--- src/rtl/ps2_rx_fifo.sv ---
// PS/2 device receiver with first-word-fall-through scan-code FIFO.
// Raw ps2_clk/ps2_data are synchronised. The clock is glitch-filtered by a
// prescaled shift register. Frames are checked for odd parity and stop bit.
// Optional feature macro: PS2_INHIBIT_EN adds ps2_clk_oe, which holds the
// PS/2 clock low while the FIFO is full.
//
// state    | meaning
// ---------+-------------------------------------------------------
// S_IDLE   | waiting for a start bit (data low on a falling edge)
// S_DATA   | shifting in 8 data bits, LSB first
// S_PARITY | latching the parity bit
// S_STOP   | checking the stop bit, then push / flag error

module ps2_rx_fifo #(
    parameter int CLK_DIV     = 4,
    parameter int FILTER_LEN  = 8,
    parameter int ADDR_W      = 4,
    parameter int TIMEOUT_CYC = 200000
) (
    input  logic              clk_100,
    input  logic              reset,
    input  logic              ps2_clk,
    input  logic              ps2_data,
    input  logic              read,
    input  logic              clr_err,
    output logic              scan_ready,
    output logic [7:0]        scan_code,
    output logic [ADDR_W:0]   fifo_count,
    output logic              parity_err,
    output logic              frame_err,
`ifdef PS2_INHIBIT_EN
    output logic              ps2_clk_oe,
`endif
    output logic              overflow
);

    localparam int DEPTH = 2 ** ADDR_W;
    localparam int PW    = (CLK_DIV > 1) ? $clog2(CLK_DIV) : 1;
    localparam int TW    = $clog2(TIMEOUT_CYC + 1);

    typedef enum logic [1:0] {S_IDLE, S_DATA, S_PARITY, S_STOP} state_t;

    state_t              state;
    logic                clk_s1, clk_s2, data_s1, data_s2;
    logic [PW-1:0]       prsc;
    logic                smp_stb;
    logic [FILTER_LEN-1:0] filt_sr;
    logic                filt_clk;
    logic                fall_stb;
    logic [TW-1:0]       to_cnt;
    logic                timeout;
    logic [2:0]          bit_cnt;
    logic [7:0]          shreg;
    logic                par_bit;
    logic                par_ok, stop_stb, push, pop, full, wr_en;
    logic                par_set, frm_set, ovf_set;
    logic [ADDR_W:0]     wr_ptr, rd_ptr;
    logic [7:0]          mem [DEPTH];

    assign smp_stb  = (prsc == PW'(CLK_DIV - 1));
    // Strobe in the one cycle where the filter has seen all-low but filt_clk is still high.
    assign fall_stb = filt_clk && (filt_sr == '0);
    assign timeout  = (state != S_IDLE) && !fall_stb && (to_cnt == TW'(TIMEOUT_CYC - 1));
    assign par_ok   = ^{shreg, par_bit};
    assign stop_stb = fall_stb && (state == S_STOP);
    assign push     = stop_stb && data_s2 && par_ok;
    assign par_set  = stop_stb && data_s2 && !par_ok;
    assign frm_set  = (stop_stb && !data_s2) || timeout;

    assign fifo_count = wr_ptr - rd_ptr;
    assign scan_ready = (fifo_count != '0);
    assign full       = (fifo_count == (ADDR_W + 1)'(DEPTH));
    assign pop        = read && scan_ready;
    assign wr_en      = push && (!full || pop);
    assign ovf_set    = push && full && !pop;
    assign scan_code  = scan_ready ? mem[rd_ptr[ADDR_W-1:0]] : 8'h00;

    // Two-flop synchronisers for the asynchronous PS/2 lines (idle high).
    always_ff @(posedge clk_100) begin
        if (reset) begin
            clk_s1  <= 1'b1;
            clk_s2  <= 1'b1;
            data_s1 <= 1'b1;
            data_s2 <= 1'b1;
        end else begin
            clk_s1  <= ps2_clk;
            clk_s2  <= clk_s1;
            data_s1 <= ps2_data;
            data_s2 <= data_s1;
        end
    end

    // Prescaler producing the filter sample strobe.
    always_ff @(posedge clk_100) begin
        if (reset)        prsc <= '0;
        else if (smp_stb) prsc <= '0;
        else              prsc <= prsc + PW'(1);
    end

    // Majority-free glitch filter: output changes only after FILTER_LEN equal samples.
    always_ff @(posedge clk_100) begin
        if (reset) begin
            filt_sr  <= '1;
            filt_clk <= 1'b1;
        end else begin
            if (smp_stb) filt_sr <= {filt_sr[FILTER_LEN-2:0], clk_s2};
            if (&filt_sr)             filt_clk <= 1'b1;
            else if (filt_sr == '0)   filt_clk <= 1'b0;
        end
    end

    // Frame FSM with inter-edge timeout.
    always_ff @(posedge clk_100) begin
        if (reset) begin
            state   <= S_IDLE;
            bit_cnt <= '0;
            shreg   <= '0;
            par_bit <= 1'b0;
            to_cnt  <= '0;
        end else begin
            if (state == S_IDLE || fall_stb || timeout) to_cnt <= '0;
            else                                        to_cnt <= to_cnt + TW'(1);

            if (timeout) begin
                state <= S_IDLE;
            end else if (fall_stb) begin
                case (state)
                    S_IDLE: begin
                        if (!data_s2) begin
                            state   <= S_DATA;
                            bit_cnt <= '0;
                        end
                    end
                    S_DATA: begin
                        shreg   <= {data_s2, shreg[7:1]};
                        bit_cnt <= bit_cnt + 3'd1;
                        if (bit_cnt == 3'd7) state <= S_PARITY;
                    end
                    S_PARITY: begin
                        par_bit <= data_s2;
                        state   <= S_STOP;
                    end
                    default: state <= S_IDLE;
                endcase
            end
        end
    end

    // Sticky error flags; a set in the same cycle beats clr_err.
    always_ff @(posedge clk_100) begin
        if (reset) begin
            parity_err <= 1'b0;
            frame_err  <= 1'b0;
            overflow   <= 1'b0;
        end else begin
            if (par_set)      parity_err <= 1'b1;
            else if (clr_err) parity_err <= 1'b0;
            if (frm_set)      frame_err  <= 1'b1;
            else if (clr_err) frame_err  <= 1'b0;
            if (ovf_set)      overflow   <= 1'b1;
            else if (clr_err) overflow   <= 1'b0;
        end
    end

    // FIFO pointers; widths of ADDR_W+1 let full and empty be told apart.
    always_ff @(posedge clk_100) begin
        if (reset) begin
            wr_ptr <= '0;
            rd_ptr <= '0;
        end else begin
            if (wr_en) wr_ptr <= wr_ptr + (ADDR_W + 1)'(1);
            if (pop)   rd_ptr <= rd_ptr + (ADDR_W + 1)'(1);
        end
    end

    // FIFO storage, written with the byte completed by the stop bit.
    always_ff @(posedge clk_100) begin
        if (wr_en) mem[wr_ptr[ADDR_W-1:0]] <= shreg;
    end

`ifdef PS2_INHIBIT_EN
    // Hold the PS/2 clock low once full between frames; release with two free slots.
    always_ff @(posedge clk_100) begin
        if (reset)
            ps2_clk_oe <= 1'b0;
        else if (full && state == S_IDLE)
            ps2_clk_oe <= 1'b1;
        else if (fifo_count <= (ADDR_W + 1)'(DEPTH - 2))
            ps2_clk_oe <= 1'b0;
    end
`endif

endmodule

--- config.mk ---
export PLATFORM = sky130hd
export DESIGN_NAME = ps2_rx_fifo
export DESIGN_NICKNAME = d
export VERILOG_FILES = /design/src/rtl/ps2_rx_fifo.sv
export SDC_FILE = /design/constraint.sdc
export NUM_CORES = 1
export LEC_CHECK = 0
export BUFFER_PORTS_ARGS = -buffer_cell sky130_fd_sc_hd__clkbuf_2
export CORE_ASPECT_RATIO = 0.75
export CORE_MARGIN = 2
export CORE_UTILIZATION = 40
export DETAILED_ROUTE_END_ITERATION = 8
export PLACE_DENSITY = 0.68
export SLEW_MARGIN = 25
export SYNTH_ARGS = -nofsm -noshare
export SYNTH_HDL_FRONTEND = slang
export SYNTH_SLANG_ARGS = --single-unit
--- constraint.sdc ---
create_clock -name clk_100 -period 2.81 [get_ports clk_100]
set_input_delay 0 -clock clk_100 [delete_from_list [all_inputs] [get_ports clk_100]]
set_output_delay 0 -clock clk_100 [all_outputs]
set_load 0.02 [all_outputs]
==> run metrics, run 1 <==
outcome finished, violations left; failing checks negative setup slack; met1 Track Usage GR around a fifth; syn avg cell area between 15 and 20 um^2; Synth Flop Type edfxtp_1; most frequent cells after synthesis edfxtp_1 (128), dfxtp_1 (64), mux4_2 (40), nor2_1 (31), and3_1 (23); CTS Buf Count 17; worst vdd ir 0.505 mV; post-place setup slack -112 ps; RSZ-0062 raised after global routing yes; Synth Area in Adders under 10%; Seq/Total Area, Yosys around 64%; area grow syn2layout 19.9%; worst hold-check path type in -> reg; share of the synthesized area in the top cell type approximately half; number of remaining DRC errors 0; initial antenna violation count 0; Setup Skew 8.39 ps; Port Buf Inserts 22; area leader, netlist edfxtp_1; CP arrival just under 3000 ps; number of global-route vias before repair about 4.7k; CTS tree built; fill cell count ~1.6k; GRT Total Usage ~16%; H-tree Lvls 4; global-route wire length before repair between 20000 and 30000 um; Worst slew margin 59.7%; Pleak 3.21 nW; die width 167 um; largest family of logic cells by synthesized area multiplexers; Unique masters post-synth 50; EDFF count, synth 128; # IOs 23; Synthesis Warnings 0; worst skew pair latency between 400 and 500 ps; cell area after synthesis around 0.0080 mm^2; worst-path fanout max 5; share of synthesized registers carrying an async set or reset 0%; HP Start reset; Final Setup Violations approximately 150; Via Count 4591; fmax around 340 MHz; final hold vios 0; Die H roughly 130 um; pwr/cell area 785 mW/mm^2; Post-DRT Antenna Nets 0; CP max stage cell or4b_4; Clock Sinks approximately 190; detailed-router iteration count before antenna repair 5; Reg clk slew, reported paths ~70 ps; fin. max-slew vios 0; # Max-Cap Violations 0; Setup TNS -16430 ps; Syn Inst Count between 500 and 600; most used routing layer met2; post-synthesis mux area share between 10% and 20%; most frequent cell after synthesis edfxtp_1; Final #Nets 617; Synth area leaders edfxtp_1 (48%), dfxtp_1 (16%), mux4_2 (11%); reg2reg start wr_ptr[0]; hold path depth 3; largest net degree at the start of global routing 45; simple-gate portion of the synthesized area 10.7%; WHS Endpoint bit_cnt[1]; DP Wirelength about 11000 um; post-synthesis compound-gate area fraction between 4 and 5%; Yosys reg bits 192; Routability Congestion about 0.82; total grt overflow 0; clock buffer depth 2; WL final around 16000 um; M3 GR Usage 4.46%; placed insts just over 800; WL/cell between 15 and 20 um; Setup WS post-layout -150 ps; crit path cell chain inv_2 -> ha_4 -> inv_2 -> fa_2 -> xor2_4 -> nor3_2 -> or4b_4 -> buf_6 -> a21oi_4 -> buf_6 -> nor2b_1 -> buf_4; Root Buffer clkbuf_16; nature of the critical path endpoint primary output; Reg2Reg Depth 14; startpoint types register; fin cells approximately 860; Tcrit/Tclk final 105%; worst path bufs/invs 5; met2 GRT Util between 20 and 30%; WS Path Type reg -> out; Tot Pwr 0.00749 W; Worst path top cell family by delay simple AND/OR/NAND/NOR gates; vias per inst roughly 5.4; critical path required time between 2000 and 3000 ps; worst reg2reg path endpoint mem[15][5]; die area between 0.02 and 0.025 mm^2; Starting Density ~41%; minimum clock period between 2000 and 3000 ps; Worst-Margin Slew a little over 600 ps; Core Box Area slightly below 0.02 mm^2; layout cells sized above 1 31.4%; XOR/XNOR Fraction of Synth Area between 3 and 4%; Net Count, Synth approximately 550; CP peak stage delay ~500 ps; n_diodes 0; Iter 0 DRT Violations 353; R2R setup slack -140 ps; Cell Rows between 40 and 50
[metrics by stage]
| stage | cell area, um^2 | util (%) | hold slack, ps |
|---|---|---|---|
| after floorplan | 8040 | - | 104 |
| after global placement | 8610 | 44.3 | 185 |
| after detailed placement | 8610 | 44.3 | 186 |
| after CTS | 9340 | 48.0 | 117 |
| after global routing | 9530 | 49.1 | 170 |
| final | 9530 | 49.1 | 144 |
[tightest hold or removal path: stages]
cell	delay, ps
clkbuf_2	110
buf_4	280
nor2_1	140
[where the power goes]
part / internal (W) / switching, W / total, W
clock network: 0.00125 / 0.00109 / 0.00234
registers: 0.00301 / 0.0000304 / 0.00304
logic: 0.00109 / 0.00101 / 0.00210
[timing repair]
item	CTS	global route
setup endpoints to repair	129	150
hold buffers	4	0
hold endpoints to repair	7	0
buffers inserted	6	11
pin swaps	9	13
gates cloned	2	1
gates resized for setup	24	43
[metal layers]
metal / routed length [um] / share of wire [%]
met1: 6880 / 43
met2: 8110 / 50
met3: 857 / 5.3
met4: 291 / 1.8
met5: 0 / 0
[worst max path at each step]
stage	from	to	depth (start not counted)	slack, ps
after global routing	wr_ptr[0]	scan_code[6]	12	-260
after detailed placement	wr_ptr[0]	mem[10][5]	11	-110
after global placement	wr_ptr[0]	mem[11][5]	11	-50
final	wr_ptr[0]	scan_code[6]	12	-150
after CTS	wr_ptr[0]	scan_code[6]	12	-170
after floorplan	wr_ptr[0]	mem[1][0]	11	7
[layout by cell type, fill, tap and decap left out, drive strengths merged, types with 3 or more instances in the layout]
master	instances
nor2b	22
ha	18
clkinv	4
clkinvlp	4
mux2i	4
o21ai	6
a211o	10
nand3	19
dlygate4sd3	4
edfxtp	128
xor2	14
nand4	8
inv	22
or4	4
nor2	32
or2	4
nand2	18
xnor2	12
nor3	7
clkbuf	31
buf	51
and3	23
dfxtp	64
nor3b	3
mux4	40
or3	3
o31ai	3
a21oi	23
[state kept, by name, indices dropped and copies added, names as in the netlist, 2 cells and up, named ones only]
signal,count
shreg,8
filt_sr,8
state,2
wr_ptr,5
to_cnt,18
mem,128
rd_ptr,5
bit_cnt,3
prsc,2
[cell families (layout without fill, tap and decap cells)]
kind of cell / Yosys count / in the layout
XOR/XNOR: 27 / 27
multiplexers: 45 / 45
adder cells (fa/ha/maj): 19 / 19
AND/OR/NAND/NOR: 153 / 154
buffers and inverters: 41 / 117
flip-flops: 192 / 192
AO/OA/AOI/OAI: 51 / 51
[cell type report]
cell class | count | area [um^2] | share of cell area [%]
Clock buffer | 17 | 425 | 4.46
Clock inverter | 15 | 151 | 1.59
Inverter | 16 | 62.6 | 0.656
Multi-Input combinational cell | 296 | 2880 | 30.2
Sequential cell | 192 | 5130 | 53.8
Tap cell | 253 | 317 | 3.32
Timing Repair Buffer | 69 | 569 | 5.97
No activity file was read; power rests on OpenSTA's default activity.
==> inputs of run 2 (changes only) <==
--- a/config.mk
+++ b/config.mk
@@ -6,12 +6,12 @@
 export NUM_CORES = 1
 export LEC_CHECK = 0
 export BUFFER_PORTS_ARGS = -buffer_cell sky130_fd_sc_hd__clkbuf_2
-export CORE_ASPECT_RATIO = 0.75
 export CORE_MARGIN = 2
 export CORE_UTILIZATION = 40
 export DETAILED_ROUTE_END_ITERATION = 8
+export GPL_TIMING_DRIVEN = 0
 export PLACE_DENSITY = 0.68
-export SLEW_MARGIN = 25
+export SLEW_MARGIN = 20
 export SYNTH_ARGS = -nofsm -noshare
 export SYNTH_HDL_FRONTEND = slang
 export SYNTH_SLANG_ARGS = --single-unit
==> run 2 against run 1 <==
Net effect: the run still ends with negative setup slack left; register-to-register slack better by 130 ps; die area about the same; routed wire length decreased by 2.5%; critical endpoint is now mem[15][7].
==> run metrics, run 2 (synthesis gave the netlist of run 1 again) <==
most frequent cells in the layout edfxtp_1 (128), dfxtp_1 (55), mux4_2 (40); Worst slew margin 52.8% (-6.9 points); Tcrit/Tclk final 100% (-4.8 points); CTS tree built; fill cell count 1685 (+3.8%); GRT Total Usage 15.7% (-0.40 points); worst hold-check path type in -> reg; detailed-router iteration count before antenna repair 4 (-1); CP arrival 3020 ps (+60 ps); Post-DRT Antenna Nets 0 (unchanged); minimum clock period 2820 ps (-136 ps); Clock Sinks 192 (unchanged); outcome finished, violations left; most common cell after layout, fill and taps aside edfxtp_1; global-route wire length before repair 25100 um (-0.98%); WS Path Type reg -> reg; Reg clk slew, reported paths 70 ps (about the same); Final #Nets 609 (-1.3%); max FFs per register 128 (unchanged); startpoint types register; dpl cell area 0.00848 mm^2 (-1.6%); WL/cell 18.3 um (-2.9%); Worst-Margin Slew 707 ps (+104 ps); Core Box Area 0.0195 mm^2 (+0.15%); CTS Buf Count 17 (unchanged); Setup WS post-layout -13.9 ps (+136 ps); area grow syn2layout 16.4%; Root Buffer clkbuf_16; Iter 0 DRT Violations 320 (-9.3%); die area 0.0210 mm^2 (about the same); WL final 15700 um (-2.5%); # Max-Cap Violations 0 (unchanged); number of remaining DRC errors 0 (unchanged); Pleak 3.06 nW (-4.5%); worst vdd ir 0.507 mV (+0.51%); fin. max-slew vios 0 (unchanged); Multi-input gate area 0.00279 mm^2 (-3.3%); total grt overflow 0 (unchanged); die width 145 um (-13%); Cell Rows 51 (+16%); storage element area 0.00514 mm^2 (+0.24%); # IOs 23 (unchanged); Via Count 4519 (-1.6%); Final Setup Violations 27 (-82%); initial antenna violation count 0 (unchanged); n_diodes 0 (unchanged); nature of the critical path endpoint register; worst skew pair latency 440 ps (about the same); pwr/cell area 757 mW/mm^2 (-3.7%); Routability Congestion 0.763 (-6.7%); critical path required time 3010 ps (+200 ps); failing checks negative setup slack; Die H 145 um (+15%); worst-path fanout max 10 (+5); post-route cell area 0.00926 mm^2 (-2.9%); fmax 354 MHz (+4.8%); clock buffer depth 2 (unchanged); vias per inst 5.24 (-2.0%); layout cells sized above 1 26.0% (-5.4 points); DP Wirelength 10600 um (+0.62%); Setup Skew 12.6 ps (+4.22 ps); Core Util, Final 47.6% (-1.5 points); Port Buf Inserts 21 (-4.5%); RSZ-0062 raised after global routing yes; number of global-route vias before repair 4617 (-2.0%); largest net degree at the start of global routing 20 (-56%); final hold vios 0 (unchanged); H-tree Lvls 4 (unchanged); Starting Density 40.9% (-0.060 points)
run 2: cell type report:
cell class	instances	share of cell area [%]
clock buffers	20	4.72
repair buffers	37	2.77
inverters	16	0.676
flip-flops and latches	192	55.5
multi-input cells	295	30.1
clock inverters	12	1.12
well taps	265	3.58
plain buffers	25	1.51
run 2: final timing paths:
| check | endpoint | slack [ps] | cells past startpoint | from |
|---|---|---|---|---|
| hold reg to reg | clk_s2 | 420 | 1 | clk_s1 |
| setup reg to reg | mem[15][7] | -10 | 12 | wr_ptr[0] |
| setup / recovery | mem[15][7] | -10 | 12 | wr_ptr[0] |
| hold / removal | filt_sr[0] | 110 | 2 | reset |
run 2: routing by layer:
metal	up-vias	GRT usage (%)	routed length, um
met4	0	4.60	240
met1	2283	20.4	6920
li1	2116	-	-
met5	-	0	0
met2	100	26.2	7930
met3	20	3.84	642
run 2: repair_timing:
action | in CTS | in global routing
resized for setup | 27 | 12
setup endpoints to repair | 142 | 143
hold endpoints to repair | 7 | 0
cloned | 1 | 0
setup buffers | 5 | 6
hold buffers | 4 | 0
pin swaps | 7 | 3
run 2: metrics by stage:
| stage | power, W | std cells | hold WS (ps) | setup TNS, ps | worst slack [ps] |
|---|---|---|---|---|---|
| global route | 0.00727 | 862 | 145 | -7760 | -79.7 |
| finish | 0.00700 | 862 | 108 | -155 | -13.9 |
| CTS | 0.00698 | 856 | 95.2 | -7180 | -76.4 |
| floorplan | 0.00419 | 528 | 104 | 0 | 6.85 |
| global placement | 0.00459 | 814 | 182 | -18060 | -181 |
| detailed placement | 0.00463 | 814 | 195 | -27340 | -287 |
run 2: report_power, final:
| group | switching (W) | leakage [nW] | internal (W) |
|---|---|---|---|
| clock | 0.00108 | 0.256 | 0.00116 |
| sequential | 0.0000403 | 1.71 | 0.00301 |
| combinational | 0.000907 | 1.10 | 0.000806 |
| total | 0.00203 | 3.06 | 0.00498 |
run 2: worst max-delay path, cell delays in order, from the launching register on:
cell,delay [ps]
dfxtp_4,350
inv_4,60
ha_4,120
inv_2,30
fa_2,380
xor2_4,170
nor3_2,150
or4b_4,540
a211oi_4,290
buf_4,170
buf_8,120
nor3_4,50
buf_12,140
==> inputs of run 3 (changes only) <==
--- a/config.mk
+++ b/config.mk
@@ -10,7 +10,8 @@
 export CORE_UTILIZATION = 40
 export DETAILED_ROUTE_END_ITERATION = 8
 export GPL_TIMING_DRIVEN = 0
-export PLACE_DENSITY = 0.68
+export PLACE_DENSITY = 0.69
+export REMOVE_ABC_BUFFERS = 1
 export SLEW_MARGIN = 20
 export SYNTH_ARGS = -nofsm -noshare
 export SYNTH_HDL_FRONTEND = slang
==> run 3 against run 2 <==
Net effect: the flow still finishes with violations (negative setup slack); routed wire length is 2.6% lower; largest cell class unchanged; total power up 6.4%; global-route usage fell by 0.54 points.
==> run metrics, run 3 (synthesis gave the netlist of run 1 again) <==
outcome finished, violations left; failing checks negative setup slack; Pleak 3.09 nW (+0.86%); detailed-router iteration count before antenna repair 5 (+1); total grt overflow 0 (unchanged); CTS Buf Count 17 (unchanged); worst hold-check path type in -> reg; worst vdd ir 0.575 mV (+13%); GRT Total Usage 15.1% (-0.54 points); RSZ-0062 raised after global routing yes; fill cell count 1617 (-4.0%); Post-DRT Antenna Nets 0 (unchanged); Final #Nets 589 (-3.3%); Routability Congestion 0.767 (+0.55%); worst hold margin 285 ps (+177 ps); largest net degree at the start of global routing 46 (+130%); vias per inst 5.33 (+1.6%); Iter 0 DRT Violations 358 (+12%); worst skew pair latency 440 ps (about the same); fmax 348 MHz (-1.7%); critical path required time 2990 ps (-20 ps); CTS tree built; global-route wire length before repair 24800 um (-1.2%); Worst-Margin Slew 889 ps (+181 ps); number of global-route vias before repair 4555 (-1.3%); M3 GR Usage 4.25% (+0.41 points); Worst slew margin 40.7% (-12 points); die area 0.0210 mm^2 (unchanged); fin. max-slew vios 0 (unchanged); max FFs per register 128 (unchanged); met2 GRT Util 25.0% (-1.1 points); dpl cell area 0.00833 mm^2 (-1.7%); nature of the critical path endpoint register; Tcrit/Tclk final 102% (+1.7 points); Reg clk slew, reported paths 70 ps (about the same); worst-path fanout max 8 (-2); # Max-Cap Violations 0 (unchanged); Cell Rows 51 (unchanged); WS Path Type reg -> reg; clock buffer depth 2 (unchanged); startpoint types register; WL final 15300 um (-2.6%); layout cells sized above 1 28.4% (+2.5 points); most used routing layer met2; Clock Sinks 192 (unchanged); initial antenna violation count 0 (unchanged); die width 145 um (unchanged); Core Box Area 0.0195 mm^2 (unchanged); DP Wirelength 9540 um (-10%); CP arrival 3050 ps (+30 ps); pwr/cell area 797 mW/mm^2 (+5.3%); number of remaining DRC errors 0 (unchanged); Starting Density 40.9% (unchanged); post-route cell area 0.00935 mm^2 (+1.0%); final hold vios 0 (unchanged); Via Count 4486 (-0.73%); # IOs 23 (unchanged); most common cell after layout, fill and taps aside edfxtp_1; Setup WS post-layout -62.2 ps (-48.3 ps); WL/cell 18.2 um (-0.27%); most frequent cells in the layout edfxtp_1 (128), dfxtp_1 (54), mux4_2 (40); Setup Skew 13.2 ps (+0.623 ps); Die H 145 um (unchanged); minimum clock period 2870 ps (+48.3 ps); H-tree Lvls 4 (unchanged); post-place setup slack -1080 ps (-791 ps); Root Buffer clkbuf_16; met1 Track Usage GR 19.8% (-0.66 points); Port Buf Inserts 22 (+4.8%); Final Setup Violations 130 (+380%); n_diodes 0 (unchanged); area grow syn2layout 17.6%
-- run 3: changes by cell type in the layout (fill, tap and decap cells not counted), moves of 3 or more --
| cell | before | now |
|---|---|---|
| clkbuf_1 | 18 | 0 |
| and3_2 | 5 | 0 |
| and3_4 | 10 | 15 |
| buf_4 | 14 | 10 |
| clkbuf_2 | 18 | 15 |
-- run 3: metal layers --
metal	up-vias	share of wire (%)	routed length (um)
li1	2081	-	-
met4	0	1.0	158
met5	-	0	0
met2	92	50	7660
met1	2297	44	6780
met3	16	4.8	729
-- run 3: worst max-delay path: stages (launching register included) --
cell and delay [ps]:
dfxtp_4 360, inv_4 60, ha_4 130, inv_2 30
fa_2 380, xor2_4 180, nor3_4 140, or4b_4 520
buf_4 170, a211oi_4 200, buf_6 160, nor2_4 60
and3_4 240
-- run 3: through the flow --
stage / TNS (ps) / instances / util, % / power [W]
2_1_floorplan: -57300 / 503 / - / 0.00412
3_3_place_gp: -114470 / 790 / 42.6 / 0.00450
3_5_place_dp: -131610 / 791 / 42.8 / 0.00452
6_report: -5120 / 842 / 48.1 / 0.00745
4_1_cts: -6570 / 839 / 47.6 / 0.00732
5_1_grt: -16300 / 842 / 48.1 / 0.00778
-- run 3: what timing repair did --
item,CTS,global route
gates cloned,2,0
resized for setup,62,23
hold endpoints to repair,7,0
endpoints found under the setup margin,152,152
setup buffers,10,3
hold buffers,4,0
pin swaps,18,7
-- run 3: power by group --
part / internal [W] / switching (W) / leakage [nW]
sequential: 0.00302 / 0.000168 / 1.71
combinational: 0.00107 / 0.000851 / 1.10
clock: 0.00119 / 0.00116 / 0.284
-- run 3: final timing paths --
| kind | slack, ps | end | from | cells past startpoint |
|---|---|---|---|---|
| worst max-delay path | -60 | mem[8][1] | wr_ptr[0] | 12 |
| worst min-delay path | 280 | clk_s1 | ps2_clk | 3 |
| worst min register to register | 410 | data_s2 | data_s1 | 1 |
| worst max register to register | -60 | mem[8][1] | wr_ptr[0] | 12 |
-- run 3: final cells by class --
class / instances / area (um^2) / share of cell area [%]
Clock inverter: 15 / 158 / 1.69
Tap cell: 265 / 332 / 3.54
Clock buffer: 17 / 425 / 4.55
Timing Repair Buffer: 41 / 378 / 4.04
Sequential cell: 192 / 5140 / 55.0
Multi-Input combinational cell: 296 / 2850 / 30.5
Inverter: 16 / 65.1 / 0.696
